### config.mk
export PLATFORM = sky130hd
export DESIGN_NAME = dma_line_engine_flat
export DESIGN_NICKNAME = d
export VERILOG_FILES = /design/src/rtl/dma_line_engine_if.sv /design/src/rtl/dma_line_engine.sv /design/src/flat_wrapper.sv
export SDC_FILE = /design/constraint.sdc
export NUM_CORES = 1
export LEC_CHECK = 0
export BUFFER_PORTS_ARGS = -buffer_cell sky130_fd_sc_hd__buf_2
export CORE_AREA = 2 2 269 271
export CTS_BUF_LIST = sky130_fd_sc_hd__clkbuf_16
export CTS_CLUSTER_DIAMETER = 120
export CTS_CLUSTER_SIZE = 8
export DETAILED_ROUTE_END_ITERATION = 6
export DIE_AREA = 0 0 271 273
export GPL_ROUTABILITY_DRIVEN = 0
export GPL_TIMING_DRIVEN = 0
export PLACE_DENSITY = 0.52
export SLEW_MARGIN = 20
export SYNTH_ARGS = -nofsm -noshare
export SYNTH_HDL_FRONTEND = slang
export SYNTH_SLANG_ARGS = --single-unit
### constraint.sdc
create_clock -name clk_h -period 3.9 [get_ports clk_h]
set_input_delay 0.78 -clock clk_h [delete_from_list [all_inputs] [get_ports clk_h]]
set_output_delay 0.78 -clock clk_h [all_outputs]
set_load 0.02 [all_outputs]
### src/rtl/dma_line_engine_if.sv
// dma_line_engine_if
//   Bundles the command/status signals, the SDRAM word port and the on-chip
//   line-memory port of the DMA line engine.
//   master : the engine (drives requests, addresses, write data, status)
//   slave  : the surroundings (command source, SDRAM controller, memories)
//   Command : start, rw, sdram_addr, mem_bank, mem_addr, line_count
//   Status  : busy, done, err
//   SDRAM   : sdram_rd_en, sdram_wr_en, sdram_addr_out, sdram_wdata,
//             sdram_rdata, sdram_ready
//   Memory  : mem_rd_en, mem_wr_en, mem_sel, mem_addr_out, mem_wdata,
//             mem_rdata, mem_ready (one ready bit per bank)
interface dma_line_engine_if #(
  parameter int SD_W       = 64,
  parameter int LINE_WORDS = 4,
  parameter int SD_AW      = 8,
  parameter int MEM_AW     = 6,
  parameter int NUM_BANKS  = 2,
  parameter int LEN_W      = 8
);
  localparam int BW = (NUM_BANKS > 1) ? $clog2(NUM_BANKS) : 1;
  localparam int LW = SD_W * LINE_WORDS;

  logic                 start;
  logic                 rw;
  logic [SD_AW-1:0]     sdram_addr;
  logic [BW-1:0]        mem_bank;
  logic [MEM_AW-1:0]    mem_addr;
  logic [LEN_W-1:0]     line_count;
  logic                 busy;
  logic                 done;
  logic                 err;

  logic                 sdram_rd_en;
  logic                 sdram_wr_en;
  logic [SD_AW-1:0]     sdram_addr_out;
  logic [SD_W-1:0]      sdram_wdata;
  logic [SD_W-1:0]      sdram_rdata;
  logic                 sdram_ready;

  logic                 mem_rd_en;
  logic                 mem_wr_en;
  logic [BW-1:0]        mem_sel;
  logic [MEM_AW-1:0]    mem_addr_out;
  logic [LW-1:0]        mem_wdata;
  logic [LW-1:0]        mem_rdata;
  logic [NUM_BANKS-1:0] mem_ready;

  modport master (
    input  start, rw, sdram_addr, mem_bank, mem_addr, line_count,
    output busy, done, err,
    output sdram_rd_en, sdram_wr_en, sdram_addr_out, sdram_wdata,
    input  sdram_rdata, sdram_ready,
    output mem_rd_en, mem_wr_en, mem_sel, mem_addr_out, mem_wdata,
    input  mem_rdata, mem_ready
  );

  modport slave (
    output start, rw, sdram_addr, mem_bank, mem_addr, line_count,
    input  busy, done, err,
    input  sdram_rd_en, sdram_wr_en, sdram_addr_out, sdram_wdata,
    output sdram_rdata, sdram_ready,
    input  mem_rd_en, mem_wr_en, mem_sel, mem_addr_out, mem_wdata,
    output mem_rdata, mem_ready
  );
endinterface

### src/rtl/dma_line_engine.sv
// dma_line_engine
//   Moves whole lines between the SDRAM word port and one of NUM_BANKS
//   on-chip line memories, in either direction. A line is LINE_WORDS SDRAM
//   words; word k of a line occupies bits [k*SD_W +: SD_W].
//   Ports:
//     clk_h : clock
//     rst_n : asynchronous active-low reset (aborts any command, no done)
//     bus   : dma_line_engine_if.master (command, status, SDRAM, memory)
//   All requests, addresses and write data come straight from registers, so
//   they stay put while the addressed side holds ready low.
module dma_line_engine #(
  parameter int SD_W       = 64,
  parameter int LINE_WORDS = 4,
  parameter int SD_AW      = 8,
  parameter int MEM_AW     = 6,
  parameter int NUM_BANKS  = 2,
  parameter int LEN_W      = 8
) (
  input logic               clk_h,
  input logic               rst_n,
  dma_line_engine_if.master bus
);
  localparam int BW  = (NUM_BANKS > 1) ? $clog2(NUM_BANKS) : 1;
  localparam int KW  = $clog2(LINE_WORDS);
  localparam int NB2 = 1 << BW;
  localparam logic [KW-1:0] K_LAST = KW'(LINE_WORDS - 1);

  typedef enum logic [2:0] {
    IDLE, S2M_RD, S2M_WR, M2S_RD, M2S_WAIT, M2S_WR, FIN
  } state_t;

  state_t                        state, state_d;
  logic [KW-1:0]                 k;
  logic [SD_AW-1:0]              sd_addr_q;
  logic [MEM_AW-1:0]             mem_addr_q;
  logic [BW-1:0]                 bank_q;
  logic [LEN_W-1:0]              lines_left;
  logic [LINE_WORDS-1:0][SD_W-1:0] line_buf;
  logic sd_rd_q, sd_wr_q, m_rd_q, m_wr_q, busy_q, done_q, err_q;

  logic [NB2-1:0] rdy_ext;
  logic           mem_acc, sd_acc, bad_bank, last_word, last_line;

  // Pad the ready vector to a power of two so any bank_q value indexes safely.
  assign rdy_ext   = NB2'(bus.mem_ready);
  assign mem_acc   = rdy_ext[bank_q];
  assign sd_acc    = bus.sdram_ready;
  assign bad_bank  = (int'(bus.mem_bank) >= NUM_BANKS);
  assign last_word = (k == K_LAST);
  assign last_line = (lines_left == LEN_W'(1));

  always_comb begin
    state_d = state;
    case (state)
      IDLE: begin
        if (bus.start) begin
          if ((bus.line_count == '0) || bad_bank) state_d = FIN;
          else if (bus.rw)                        state_d = M2S_RD;
          else                                    state_d = S2M_RD;
        end
      end
      S2M_RD:   if (sd_acc && last_word) state_d = S2M_WR;
      S2M_WR:   if (mem_acc) state_d = last_line ? FIN : S2M_RD;
      M2S_RD:   if (mem_acc) state_d = M2S_WAIT;
      M2S_WAIT: state_d = M2S_WR;
      M2S_WR:   if (sd_acc && last_word) state_d = last_line ? FIN : M2S_RD;
      FIN:      state_d = IDLE;
      default:  state_d = IDLE;
    endcase
  end

  always_ff @(posedge clk_h or negedge rst_n) begin
    if (!rst_n) begin
      state      <= IDLE;
      k          <= '0;
      sd_addr_q  <= '0;
      mem_addr_q <= '0;
      bank_q     <= '0;
      lines_left <= '0;
      line_buf   <= '0;
      sd_rd_q    <= 1'b0;
      sd_wr_q    <= 1'b0;
      m_rd_q     <= 1'b0;
      m_wr_q     <= 1'b0;
      busy_q     <= 1'b0;
      done_q     <= 1'b0;
      err_q      <= 1'b0;
    end else begin
      state   <= state_d;
      sd_rd_q <= (state_d == S2M_RD);
      sd_wr_q <= (state_d == M2S_WR);
      m_rd_q  <= (state_d == M2S_RD);
      m_wr_q  <= (state_d == S2M_WR);
      busy_q  <= (state_d != IDLE);
      done_q  <= (state_d == FIN);
      // Only an invalid bank goes to FIN with err; valid commands never flag.
      err_q   <= (state == IDLE) && bus.start && bad_bank;

      case (state)
        IDLE: begin
          if (bus.start) begin
            sd_addr_q  <= bus.sdram_addr;
            mem_addr_q <= bus.mem_addr;
            bank_q     <= bus.mem_bank;
            lines_left <= bus.line_count;
            k          <= '0;
          end
        end
        S2M_RD: begin
          if (sd_acc) begin
            line_buf[k] <= bus.sdram_rdata;
            k           <= k + 1'b1;
            sd_addr_q   <= sd_addr_q + 1'b1;
          end
        end
        S2M_WR: begin
          if (mem_acc) begin
            mem_addr_q <= mem_addr_q + 1'b1;
            lines_left <= lines_left - 1'b1;
          end
        end
        M2S_WAIT: line_buf <= bus.mem_rdata;
        M2S_WR: begin
          if (sd_acc) begin
            k         <= k + 1'b1;
            sd_addr_q <= sd_addr_q + 1'b1;
            if (last_word) begin
              mem_addr_q <= mem_addr_q + 1'b1;
              lines_left <= lines_left - 1'b1;
            end
          end
        end
        default: ;
      endcase
    end
  end

  assign bus.busy           = busy_q;
  assign bus.done           = done_q;
  assign bus.err            = err_q;
  assign bus.sdram_rd_en    = sd_rd_q;
  assign bus.sdram_wr_en    = sd_wr_q;
  assign bus.sdram_addr_out = sd_addr_q;
  assign bus.sdram_wdata    = line_buf[k];
  assign bus.mem_rd_en      = m_rd_q;
  assign bus.mem_wr_en      = m_wr_q;
  assign bus.mem_sel        = bank_q;
  assign bus.mem_addr_out   = mem_addr_q;
  assign bus.mem_wdata      = line_buf;
endmodule

### src/flat_wrapper.sv
// flat-port wrapper written by rule: the top's interface ports become plain ports
module dma_line_engine_flat 
#(
  parameter int SD_W       = 64,
  parameter int LINE_WORDS = 4,
  parameter int SD_AW      = 8,
  parameter int MEM_AW     = 6,
  parameter int NUM_BANKS  = 2,
  parameter int LEN_W      = 8
)
  (clk_h, rst_n, bus_start, bus_rw, bus_sdram_addr, bus_mem_bank, bus_mem_addr, bus_line_count, bus_busy, bus_done, bus_err, bus_sdram_rd_en, bus_sdram_wr_en, bus_sdram_addr_out, bus_sdram_wdata, bus_sdram_rdata, bus_sdram_ready, bus_mem_rd_en, bus_mem_wr_en, bus_mem_sel, bus_mem_addr_out, bus_mem_wdata, bus_mem_rdata, bus_mem_ready);
  dma_line_engine_if #(.SD_W(SD_W), .LINE_WORDS(LINE_WORDS), .SD_AW(SD_AW), .MEM_AW(MEM_AW), .NUM_BANKS(NUM_BANKS), .LEN_W(LEN_W)) bus_i ();
  input logic clk_h;
  input logic rst_n;
  input wire logic [$bits(bus_i.start)-1:0] bus_start;
  input wire logic [$bits(bus_i.rw)-1:0] bus_rw;
  input wire logic [$bits(bus_i.sdram_addr)-1:0] bus_sdram_addr;
  input wire logic [$bits(bus_i.mem_bank)-1:0] bus_mem_bank;
  input wire logic [$bits(bus_i.mem_addr)-1:0] bus_mem_addr;
  input wire logic [$bits(bus_i.line_count)-1:0] bus_line_count;
  output wire logic [$bits(bus_i.busy)-1:0] bus_busy;
  output wire logic [$bits(bus_i.done)-1:0] bus_done;
  output wire logic [$bits(bus_i.err)-1:0] bus_err;
  output wire logic [$bits(bus_i.sdram_rd_en)-1:0] bus_sdram_rd_en;
  output wire logic [$bits(bus_i.sdram_wr_en)-1:0] bus_sdram_wr_en;
  output wire logic [$bits(bus_i.sdram_addr_out)-1:0] bus_sdram_addr_out;
  output wire logic [$bits(bus_i.sdram_wdata)-1:0] bus_sdram_wdata;
  input wire logic [$bits(bus_i.sdram_rdata)-1:0] bus_sdram_rdata;
  input wire logic [$bits(bus_i.sdram_ready)-1:0] bus_sdram_ready;
  output wire logic [$bits(bus_i.mem_rd_en)-1:0] bus_mem_rd_en;
  output wire logic [$bits(bus_i.mem_wr_en)-1:0] bus_mem_wr_en;
  output wire logic [$bits(bus_i.mem_sel)-1:0] bus_mem_sel;
  output wire logic [$bits(bus_i.mem_addr_out)-1:0] bus_mem_addr_out;
  output wire logic [$bits(bus_i.mem_wdata)-1:0] bus_mem_wdata;
  input wire logic [$bits(bus_i.mem_rdata)-1:0] bus_mem_rdata;
  input wire logic [$bits(bus_i.mem_ready)-1:0] bus_mem_ready;
  assign bus_i.start = bus_start;
  assign bus_i.rw = bus_rw;
  assign bus_i.sdram_addr = bus_sdram_addr;
  assign bus_i.mem_bank = bus_mem_bank;
  assign bus_i.mem_addr = bus_mem_addr;
  assign bus_i.line_count = bus_line_count;
  assign bus_busy = bus_i.busy;
  assign bus_done = bus_i.done;
  assign bus_err = bus_i.err;
  assign bus_sdram_rd_en = bus_i.sdram_rd_en;
  assign bus_sdram_wr_en = bus_i.sdram_wr_en;
  assign bus_sdram_addr_out = bus_i.sdram_addr_out;
  assign bus_sdram_wdata = bus_i.sdram_wdata;
  assign bus_i.sdram_rdata = bus_sdram_rdata;
  assign bus_i.sdram_ready = bus_sdram_ready;
  assign bus_mem_rd_en = bus_i.mem_rd_en;
  assign bus_mem_wr_en = bus_i.mem_wr_en;
  assign bus_mem_sel = bus_i.mem_sel;
  assign bus_mem_addr_out = bus_i.mem_addr_out;
  assign bus_mem_wdata = bus_i.mem_wdata;
  assign bus_i.mem_rdata = bus_mem_rdata;
  assign bus_i.mem_ready = bus_mem_ready;
  dma_line_engine #(.SD_W(SD_W), .LINE_WORDS(LINE_WORDS), .SD_AW(SD_AW), .MEM_AW(MEM_AW), .NUM_BANKS(NUM_BANKS), .LEN_W(LEN_W)) u_core (.clk_h(clk_h), .rst_n(rst_n), .bus(bus_i));
endmodule
# == Word-level counts from Yosys, hierarchy flattened ==
# Cells that the tools add are included.
# Widths: inputs -> output; s select.
# totals
register_bits,290
out_inout_bits,342
elab_cells,89
# classes
add_sub_neg,4
magnitude_cmp,3
n_eq_ne,18
n_mux,35
reduce_logical,13
# ops
op,count
$pmux 256 s2,1
$bwmux 256,1
$mux 256,1
$bmux 64 s2,1
$demux 64 s2,1
$mux 64,2
$mux 8,6
$mux 3,8
$mux 6,4
$pmux 8 s3,1
$pmux 3 s6,1
$pmux 6 s3,1
$pmux 8 s2,1
$eq 3x2->1 const B,4
$eq 3x3->1 const B,4
$add 8x1->8 const B,1
$eq 8x1->1 const B,1
$logic_not 8->1,1
$sub 8x1->8 const B,1
$add 6x1->6 const B,1
$eq 3x1->1 const B,2
$mux 2,3
$ne 2x1->1 const B,3
$ne 2x2->1 const B,3
15 further kinds,20

# == Longest topological paths before layout ==
# Gate-level depths: netlist (run 1).
# depth
ltp_word,7
mapped_depth,11
ltp_nobuf,6

# == Least setup slack after synthesis (run 1) ==
# Ideal clock, no wire load.
# synth_path
path_kind,register to output
start,register u_core.k[0]
end,output port bus_sdram_wdata[36]
arrival_time_ns,1.673
t_required_ns,3.120
path_slack_ns,1.447
stages_incl_launch_ff,5
path_buffers,3
cell_sequence,dfrtp_1 -> clkbuf_1 -> buf_2 -> buf_2 -> mux4_2
# synth_between
elab_chain_len,2
# synth_lines
element,line,rtl
"start, declared",dma_line_engine.sv:33,logic [KW-1:0] k;
"start signal, assigned",dma_line_engine.sv:112,k <= k + 1'b1;
"start signal, assigned",dma_line_engine.sv:125,k <= k + 1'b1;
$bmux 64 s2,dma_line_engine.sv:144,assign bus.sdram_wdata = line_buf[k];
$mux 64 (implied by the code),dma_line_engine.sv:144,
"end, declared",flat_wrapper.sv:27,output wire logic [$bits(bus_i.sdram_wdata)-1:0] bus_sdram_wdata;
# No other way between the ends. The select of a mux whose other input is x is not followed.

# == Worst setup path after layout (run 1) ==
# layout_path
start,register u_core.k[1]
end,output port bus_sdram_wdata[55]
# Same word-level chain as after synthesis.

==> impl_metrics.json, run 1 <==
{
  "status": "completed",
  "place_ws_ns": 0.0208,
  "slowest_delay_ns": 0.72,
  "track_usage": 0.235,
  "io_pins": 692,
  "cts.clk_slew.worst_paths_ns": 0.06,
  "finalCriticalPeriod_ns": 3.88,
  "die_h_um": 273,
  "overflow": 0,
  "avgSynthCellArea_um2": 8.94,
  "worstPathArrival_ns": 3.10,
  "ctsHoldBuffers": 0,
  "crit_type": "register to primary output",
  "dr_wl_met3_um": 6660,
  "viasPerCell": 5.13,
  "antenna_found_initial": 18,
  "drtIter0Drc": 1464,
  "grt_pass1_vias": 17100,
  "timing.fmax_mhz": 258,
  "multi_input_area_um2": 7470,
  "clock_latency_ns": 0.57,
  "wl_met2_um": 43800,
  "synth_cell_types": 61,
  "yosysWarningCount": 0,
  "drt_first_pass_iters": 5,
  "ys_seq_area_frac": 0.466,
  "drive_above_1_share": 0.369,
  "htree_levels": 2,
  "drc_errors": 0,
  "hold_path.class": "input port to async pin",
  "die_area_um2": 74000,
  "ir_drop_v": 0.000463,
  "hold_ws_ns": 0.116,
  "worst_setup_path_end_kind": "primary output",
  "maxCapViolations": 0,
  "seqCellArea_um2": 7260,
  "async_flop_share": 1.00,
  "reg2reg_setup_slack_ns": 0.24,
  "relSlewSlack": 0.317,
  "clockBufferDepth": 3,
  "p_leak_nw": 9.25,
  "fill_cells": 7733,
  "std_cell_rows": 98,
  "maxSlewViolCount": 0,
  "highest_layer": "met5",
  "synth_area_um2": 15600,
  "crit_path_max_fanout": 10,
  "numClockSinks": 290,
  "hold_violations": 0,
  "vias": 17600,
  "nNetsFinal": 2836,
  "synth.net_count": 2100,
  "grt_max_degree": 89,
  "p_per_area_nw_per_um2": 1040,
  "port_buffers": 689,
  "synthToLayoutAreaGrowth_pct": 37.8,
  "final_core_util": 0.302,
  "coreArea_um2": 71000,
  "cts_made_buffers": 42,
  "cp_data_required_time_ns": 3.12,
  "fin_crit_sh": 0.995,
  "syn_inst": 1742,
  "skew_ns": 0.0270,
  "initial_core_util": 0.219,
  "yosysTopAreaCell": "dfrtp_1",
  "rsz0062_at_grt": "false",
  "wl_met1_um": 37000,
  "die_w_um": 271,
  "yosys_register_bits": 290,
  "grt_pass1_wl_um": 127000,
  "netlist_top_cells_area": "dfrtp_1, a31oi_1, mux4_2",
  "worst_pin_slew_ns": 1.02,
  "cp_num_buf_inv": 3,
  "synth_flop_cell": "dfrtp_1",
  "fin_ws_ns": 0.0199,
  "setup_viol": 0,
  "cp_slowest_cell": "buf_1",
  "start_kind": "register",
  "synth_top_area_frac": 0.466,
  "path_cells": "clkbuf_2 -> buf_1 -> mux4_2 -> buf_2",
  "cp_top_family": "buffers and inverters",
  "drt_wl_total_um": 90700,
  "cts-root-buf": "clkbuf_16",
  "synth_edf_count": 0,
  "antenna_left": 0,
  "avgRoutedWirePerCell_um": 26.4,
  "dp_hpwl_um": 69900,
  "cts_tree": "yes"
}
-- per-layer routing --
metal  GRT usage  vias to the layer above
met2       0.393                      879
met5           0                        -
met1       0.298                     8795
met4      0.0835                       18
met3      0.0537                      184
li1            -                     7760
-- power breakdown --
part	total [mW]	leakage [nW]	internal [mW]	switching, mW
Combinational	12.5	5.30	4.45	8.09
Clock	3.42	0.550	2.00	1.42
Sequential	6.36	3.39	4.62	1.74
-- through the flow --
step                      instances  cell area, um^2  TNS (ns)  total power, mW
after floorplan                1742            15600         0             13.6
after detailed placement       3384            20300         0             18.9
after CTS                      3430            21400         0             22.4
after global routing           3437            21500         0             23.5
final                          3438            21500         0             22.3
after global placement         3381            20200  -1214.57             18.8
-- state kept, by name, summed over array words and instances (netlist names) --
signal,count
u_core.bus.sdram_rd_en,1
u_core.state,3
u_core.bus.done,1
u_core.lines_left,8
u_core.k,2
u_core.bus.sdram_wr_en,1
u_core.bus.mem_wr_en,1
u_core.bus.busy,1
u_core.bus.sdram_addr_out,8
u_core.bus.mem_addr_out,6
u_core.bus.mem_wdata,256
u_core.bus.mem_sel,1
u_core.bus.mem_rd_en,1
-- layout by cell type, fill, tap and decap left out, types with 4 or more instances in the layout --
master | netlist | routed
inv_1 | 14 | 14
a21oi_1 | 17 | 17
buf_2 | 82 | 769
dfrtp_1 | 290 | 290
ha_1 | 8 | 8
clkbuf_1 | 56 | 49
nor3_1 | 7 | 7
o22ai_1 | 12 | 12
a31oi_1 | 261 | 261
diode_2 | 0 | 8
nor2_1 | 266 | 266
and3_1 | 4 | 4
buf_1 | 24 | 23
nand2_1 | 275 | 275
o21ai_0 | 12 | 12
buf_4 | 3 | 4
nand4b_1 | 5 | 5
clkbuf_2 | 0 | 7
clkbuf_16 | 0 | 43
nand3_1 | 270 | 270
mux2i_1 | 5 | 5
a22oi_1 | 8 | 8
mux4_2 | 64 | 64
buf_6 | 5 | 5
-- what timing repair did --
action                                  4_1_cts  5_1_grt
setup buffers                                 0        0
endpoints found under the setup margin       29       10
cloned                                        0        0
resized for setup                             3        2
-- cell type report --
cell class,instances,area share
multi-input cells,1268,0.348
plain buffers,170,0.0377
repair buffers,692,0.165
clock buffers,43,0.0502
well taps,950,0.0554
inverters,14,0.00245
flip-flops and latches,290,0.338
diodes,8,0.000933
clock inverters,3,0.00198
-- synth_stat cells, types with 2 or more instances --
master and number:
buf_4 3, o32ai_1 2, nor4_1 2, a21oi_2 2, nor2b_1 2, mux2i_1 5
nand2b_1 3, a31oi_1 261, nand4_1 2, o2bb2ai_1 2, o211ai_1 2, nand2_1 275
mux2_2 2, clkbuf_1 56, mux4_2 64, nand3_1 270, a22oi_1 8, buf_2 82
and3_1 4, buf_6 5, nand4b_1 5, a2bb2oi_1 3, nor2_1 266, o22ai_1 12
ha_1 8, dfrtp_1 290, o21ai_0 12, buf_1 24, inv_1 14, nor3_1 7
nor3b_2 2, o22a_1 2, a21oi_1 17
-- path summary, 6_finish.rpt --
kind                                                             end  cells past startpoint                             start
worst max-delay path                             bus_sdram_wdata[55]                      4           u_core.k[1]$_DFFE_PN0P_
worst min-delay path            u_core.bus.mem_wdata[94]$_DFFE_PN0P_                      1                             rst_n
worst max register to register  u_core.bus.mem_wdata[61]$_DFFE_PN0P_                     10           u_core.k[1]$_DFFE_PN0P_
worst min register to register      u_core.lines_left[7]$_DFFE_PN0P_                      1  u_core.lines_left[7]$_DFFE_PN0P_
max in group asynchronous           u_core.lines_left[2]$_DFFE_PN0P_                      3                             rst_n
min in group clk_h                    u_core.bus.mem_sel$_DFFE_PN0P_                      3                      bus_mem_bank
-- cells by family after synthesis --
family,after synthesis,synth area share
AO/OA/AOI/OAI,335,0.138
adder cells (fa/ha/maj),8,0.00643
buffers and inverters,184,0.0541
flip-flops,290,0.466
multiplexers,72,0.0981
other,1,0.000241
AND/OR/NAND/NOR,852,0.237
Power figures use the tool's default switching activity.
==> inputs of run 2 (changes only) <==
- ABC_AREA: default -> 1
- BUFFER_PORTS_ARGS: -buffer_cell sky130_fd_sc_hd__buf_2 -> -buffer_cell sky130_fd_sc_hd__buf_4
- CORE_AREA: 2 2 269 271 -> 2 2 267 269
- DIE_AREA: 0 0 271 273 -> 0 0 269 271
- PLACE_DENSITY: 0.52 -> 0.54
- SLEW_MARGIN: 20 -> 0
==> impl_metrics.json, run 2 <==
{
  "async_flop_share": 1.00,
  "antenna_left": 0,
  "worstPathArrival_ns": 2.95,
  "skew_ns": 0.0338,
  "power.internal_mw": 12.0,
  "grt_max_degree": 103,
  "synthToLayoutAreaGrowth_pct": 46.9,
  "viasPerCell": 5.14,
  "cts_tree": "yes",
  "setup_tns_ns": 0,
  "initial_core_util": 0.233,
  "synth_edf_count": 0,
  "final_common_cell": "buf_4",
  "grt_pass1_vias": 19700,
  "synth_area_um2": 16300,
  "port_buffers": 690,
  "path_cells": "clkbuf_4 -> inv_1 -> clkbuf_4 -> clkbuf_4 -> nor2_1 -> o22ai_1 -> buf_4",
  "drtIter0Drc": 1957,
  "dp_hpwl_um": 79700,
  "worst_pin_slew_ns": 1.45,
  "cts_made_buffers": 42,
  "finalCriticalPeriod_ns": 3.73,
  "antenna_found_initial": 10,
  "die_w_um": 269,
  "cp_data_required_time_ns": 3.12,
  "overflow": 0,
  "setup_viol": 0,
  "synth_common_cells": "nand2_1, nor2_1, o21ai_0, dfrtp_1, a21oi_1",
  "rsz0062_at_grt": "false",
  "start_kind": "register",
  "io_pins": 692,
  "nNetsFinal": 3398,
  "synth_flop_cell": "dfrtp_1",
  "maxSlewViolCount": 0,
  "p_leak_nw": 11.6,
  "fin_ws_ns": 0.171,
  "fin_crit_sh": 0.956,
  "avgRoutedWirePerCell_um": 25.8,
  "cp_slowest_cell": "dfrtp_2",
  "slowest_delay_ns": 0.52,
  "yosysWarningCount": 0,
  "p_total_mw": 25.5,
  "syn_inst": 2304,
  "worst_setup_path_end_kind": "primary output",
  "seqPwrFrac": 0.251,
  "die_area_um2": 72900,
  "ys_seq_area_frac": 0.446,
  "synth_top_area_frac": 0.446,
  "cp_common_cell": "clkbuf_4",
  "maxCapViolations": 0,
  "cts-root-buf": "clkbuf_16",
  "timing.fmax_mhz": 268,
  "netlist_top_cells_area": "dfrtp_1, nand2_1, o21ai_0",
  "swShare": 0.527,
  "p_per_area_nw_per_um2": 1060,
  "drc_errors": 0,
  "power_frac_clock": 0.137,
  "yosys_register_bits": 290,
  "p_comb_frac": 0.612,
  "clockBufferDepth": 3,
  "std_cell_rows": 97,
  "status": "completed",
  "ir_drop_v": 0.000499,
  "crit_path_max_fanout": 10,
  "avgSynthCellArea_um2": 7.07,
  "drt_wl_total_um": 103000,
  "vias": 20500,
  "numClockSinks": 290,
  "yosysTopAreaCell": "dfrtp_1",
  "hold_path.class": "input port to async pin",
  "grt_pass1_wl_um": 143000,
  "track_usage": 0.271,
  "synth.net_count": 2662,
  "synth_cell_types": 24,
  "cts.clk_slew.worst_paths_ns": 0.05,
  "final_core_util": 0.343,
  "cp_num_buf_inv": 5,
  "cts_setup_buffers": 0,
  "htree_levels": 2,
  "die_h_um": 271,
  "crit_type": "register to primary output",
  "synth_most_common_cell": "nand2_1",
  "clock_latency_ns": 0.58,
  "coreArea_um2": 69800,
  "drt_first_pass_iters": 5,
  "cp_top_family": "buffers and inverters",
  "place_ws_ns": -1.70,
  "hold_ws_ns": 0.251,
  "largest_reg_flops": 256,
  "hold_violations": 0,
  "relSlewSlack": 0.0348,
  "p_sw_mw": 13.4,
  "final_cell_mix": "buf_4, nand2_1, nor2_1, o21ai_0, dfrtp_1",
  "drive_above_1_share": 0.278
}
run 2: cell types whose count changed after synthesis, sizes merged, moves of 18 or more:
cell | before | now
o22ai | 12 | 64
nand2 | 276 | 495
a21oi | 19 | 203
nand3 | 270 | 151
nor2 | 267 | 438
clkbuf | 56 | 114
buf | 114 | 82
mux4 | 64 | 0
inv | 14 | 32
o21ai | 12 | 350
a31oi | 261 | 66
run 2: worst register-to-register path: cells and delay by family (launching register included):
| kind | cells | cell delay (ns) |
|---|---|---|
| simple gates | 2 | 0.19 |
| fa+ha+maj | 1 | 0.24 |
| compound gates | 2 | 0.29 |
| buf+inv | 7 | 2.32 |
| flops | 1 | 0.52 |
run 2: logic make-up (layout without fill, tap and decap cells):
group,after synthesis,after routing,share of synthesized area
buffers and inverters,229,968,0.0622
adder cells (fa/ha/maj),8,8,0.00615
XOR/XNOR,2,2,0.00108
flip-flops,290,290,0.446
other,1,5,0.000230
AO/OA/AOI/OAI,683,683,0.220
AND/OR/NAND/NOR,1091,1091,0.265
run 2: area by class of cell:
class / instances / area [um^2]
multi-input cells: 1785 / 8020
clock buffers: 43 / 1080
well taps: 940 / 1180
fillers: 7599 / 45900
flip-flops and latches: 290 / 7260
inverters: 33 / 124
clock inverters: 4 / 66.3
plain buffers: 195 / 917
diodes: 4 / 10.0
repair buffers: 693 / 5270
run 2: metrics by stage:
stage | instances | area, um^2
after detailed placement | 3937 | 22700
after CTS | 3983 | 23900
after global placement | 3934 | 22600
after floorplan | 2304 | 16300
after global routing | 3987 | 23900
final | 3987 | 23900
run 2: metal layers:
layer  global-route usage  share of wire  vias to the layer above
li1                     -              -                     9213
met1                0.336           0.39                     9895
met2                0.436           0.46                     1142
met3               0.0729          0.099                      228
met4                0.126          0.050                       10
met5                    0        0.00067                        -
run 2: timing repair:
item | CTS | global route
endpoints found under the setup margin | 253 | 20
resized for setup | 18 | 13
hold buffers | 0 | 0
hold endpoints to repair | 0 | 0
run 2: final timing paths:
path | slack, ns | endpoint | cells after the start | start
setup / recovery | 0.17 | bus_sdram_wdata[13] | 7 | u_core.k[0]$_DFFE_PN0P_
hold / removal | 0.25 | u_core.bus.mem_wdata[248]$_DFFE_PN0P_ | 1 | rst_n
max in group asynchronous | 2.51 | u_core.bus.mem_wdata[144]$_DFFE_PN0P_ | 2 | rst_n
setup reg to reg | 0.26 | u_core.bus.mem_wdata[54]$_DFFE_PN0P_ | 12 | u_core.k[0]$_DFFE_PN0P_
hold reg to reg | 0.54 | u_core.lines_left[5]$_DFFE_PN0P_ | 2 | u_core.lines_left[5]$_DFFE_PN0P_
min in group clk_h | 0.42 | u_core.bus.mem_sel$_DFFE_PN0P_ | 3 | bus_mem_bank
run 2: power by group through the flow:
| stage | clock [mW] | combinational, mW | sequential, mW |
|---|---|---|---|
| floorplan | 0 | 6.49 | 7.53 |
| global placement | 0 | 15.3 | 6.38 |
| detailed placement | 0 | 15.5 | 6.38 |
| CTS | 3.53 | 15.6 | 6.36 |
| global route | 3.63 | 16.7 | 6.55 |
| finish | 3.49 | 15.6 | 6.39 |
==> inputs of run 3 (changes only) <==
- PLACE_DENSITY: 0.54 -> default
==> impl_metrics.json, run 3 (synthesized netlist as in run 2, its figures left out) <==
{
  "status": "completed",
  "p_leak_nw": 11.6,
  "coreArea_um2": 69800,
  "regToRegStartpoint": "u_core.k[1]$_DFFE_PN0P_",
  "fin_crit_sh": 0.963,
  "std_cell_rows": 97,
  "place_ws_ns": -1.77,
  "antenna_left": 0,
  "htree_levels": 2,
  "cp_data_required_time_ns": 3.12,
  "slowest_delay_ns": 0.52,
  "cp_top_family": "buffers and inverters",
  "skew_ns": 0.0184,
  "finalCriticalPeriod_ns": 3.76,
  "cts-root-buf": "clkbuf_16",
  "overflow": 0,
  "final_cell_mix": "buf_4, nand2_1, nor2_1, o21ai_0, dfrtp_1",
  "setup_viol": 0,
  "drt_first_pass_iters": 7,
  "cts.clk_slew.worst_paths_ns": 0.06,
  "finalInstanceArea_um2": 23800,
  "drt_wl_total_um": 104000,
  "dp_hpwl_um": 79600,
  "swShare": 0.530,
  "p_per_area_nw_per_um2": 1070,
  "maxSlewViolCount": 0,
  "io_pins": 692,
  "rsz0062_at_grt": "false",
  "p_sw_mw": 13.5,
  "die_area_um2": 72900,
  "grt_pass1_vias": 20100,
  "power_frac_clock": 0.133,
  "worstPathArrival_ns": 2.98,
  "viasPerCell": 5.23,
  "nNetsFinal": 3396,
  "crit_start": "u_core.k[0]$_DFFE_PN0P_",
  "avgRoutedWirePerCell_um": 26.1,
  "cp_num_buf_inv": 5,
  "relSlewSlack": 0.140,
  "track_usage": 0.274,
  "final_core_util": 0.342,
  "cts_made_buffers": 42,
  "vias": 20800,
  "start_kind": "register",
  "hold_path.class": "input port to async pin",
  "largest_reg_flops": 256,
  "maxCapViolations": 0,
  "power.internal_mw": 11.9,
  "clockBufferDepth": 3,
  "timing.fmax_mhz": 266,
  "antenna_found_initial": 15,
  "grt_max_degree": 109,
  "worst_setup_path_end_kind": "primary output",
  "worst_pin_slew_ns": 1.29,
  "clock_latency_ns": 0.56,
  "drive_above_1_share": 0.277,
  "crit_type": "register to primary output",
  "p_comb_frac": 0.616,
  "ir_drop_v": 0.000624,
  "die_h_um": 271,
  "final_common_cell": "buf_4",
  "die_w_um": 269,
  "grt_pass1_wl_um": 144000,
  "hold_violations": 0,
  "cp_slowest_cell": "dfrtp_2",
  "placed_area_um2": 22700,
  "numClockSinks": 290,
  "synthToLayoutAreaGrowth_pct": 46.4,
  "cts_setup_buffers": 0,
  "hold_ws_ns": 0.232,
  "seqPwrFrac": 0.251,
  "port_buffers": 690,
  "crit_path_max_fanout": 11,
  "fin_ws_ns": 0.145,
  "path_cells": "clkbuf_8 -> inv_1 -> clkbuf_4 -> clkdlybuf4s15_2 -> nor2_1 -> o22ai_1 -> buf_4",
  "drtIter0Drc": 2163,
  "drc_errors": 0,
  "initial_core_util": 0.233,
  "cts_tree": "yes"
}
## run 3: through the flow
stage	TNS, ns	power (mW)	cells
6_report	0	25.4	3985
5_1_grt	0	26.8	3982
4_1_cts	0	25.3	3979
3_5_place_dp	-227.21	21.9	3936
3_3_place_gp	-498.81	21.7	3934
2_1_floorplan	0	14.0	2304
## run 3: path summary, 6_finish.rpt
path / end / slack, ns / depth (start not counted)
worst max-delay path: bus_sdram_wdata[55] / 0.14 / 7
worst min-delay path: u_core.bus.mem_addr_out[0]$_DFFE_PN0P_ / 0.23 / 1
worst max register to register: u_core.bus.mem_wdata[123]$_DFFE_PN0P_ / 0.34 / 9
worst min register to register: u_core.lines_left[5]$_DFFE_PN0P_ / 0.53 / 2
max in group asynchronous: u_core.bus.mem_wdata[34]$_DFFE_PN0P_ / 2.51 / 2
min in group clk_h: u_core.bus.mem_sel$_DFFE_PN0P_ / 0.43 / 3
## run 3: area by class of cell
class                   count  area (um^2)
plain buffers             194          925
clock inverters             2         17.5
inverters                  33          124
fillers                  7598        45900
repair buffers            692         5240
multi-input cells        1785         8020
diodes                      6         15.0
well taps                 940         1180
flip-flops and latches    290         7260
clock buffers              43         1080
## run 3: power by group through the flow
stage	clock network (mW)	registers [mW]	logic [mW]
6_report	3.38	6.39	15.7
3_5_place_dp	0	6.36	15.5
3_3_place_gp	0	6.36	15.4
2_1_floorplan	0	7.53	6.49
5_1_grt	3.52	6.54	16.8
4_1_cts	3.42	6.34	15.6
## run 3: timing repair
item / in CTS / in global routing
endpoints found under the setup margin: 253 / 2
gates cloned: 0 / 0
resized for setup: 21 / 3
hold buffers: 0 / 0
## run 3: metal layers
| metal | wire (um) | share of wire | vias to the layer above | track usage |
|---|---|---|---|---|
| met1 | 40200 | 0.39 | 9911 | 0.336 |
| li1 | - | - | 9221 | - |
| met2 | 46800 | 0.45 | 1392 | 0.434 |
| met3 | 10600 | 0.10 | 305 | 0.0743 |
| met5 | 71 | 0.00068 | - | 0 |
| met4 | 6280 | 0.060 | 10 | 0.148 |
## run 3: worst reg2reg max path, cell delays in order (launching register included)
cell	delay, ns
dfrtp_1	0.44
inv_1	0.52
clkbuf_1	0.66
ha_1	0.30
clkbuf_2	0.49
clkbuf_1	0.62
nand2_1	0.11
nand2_1	0.09
o21ai_0	0.08
a21oi_1	0.18
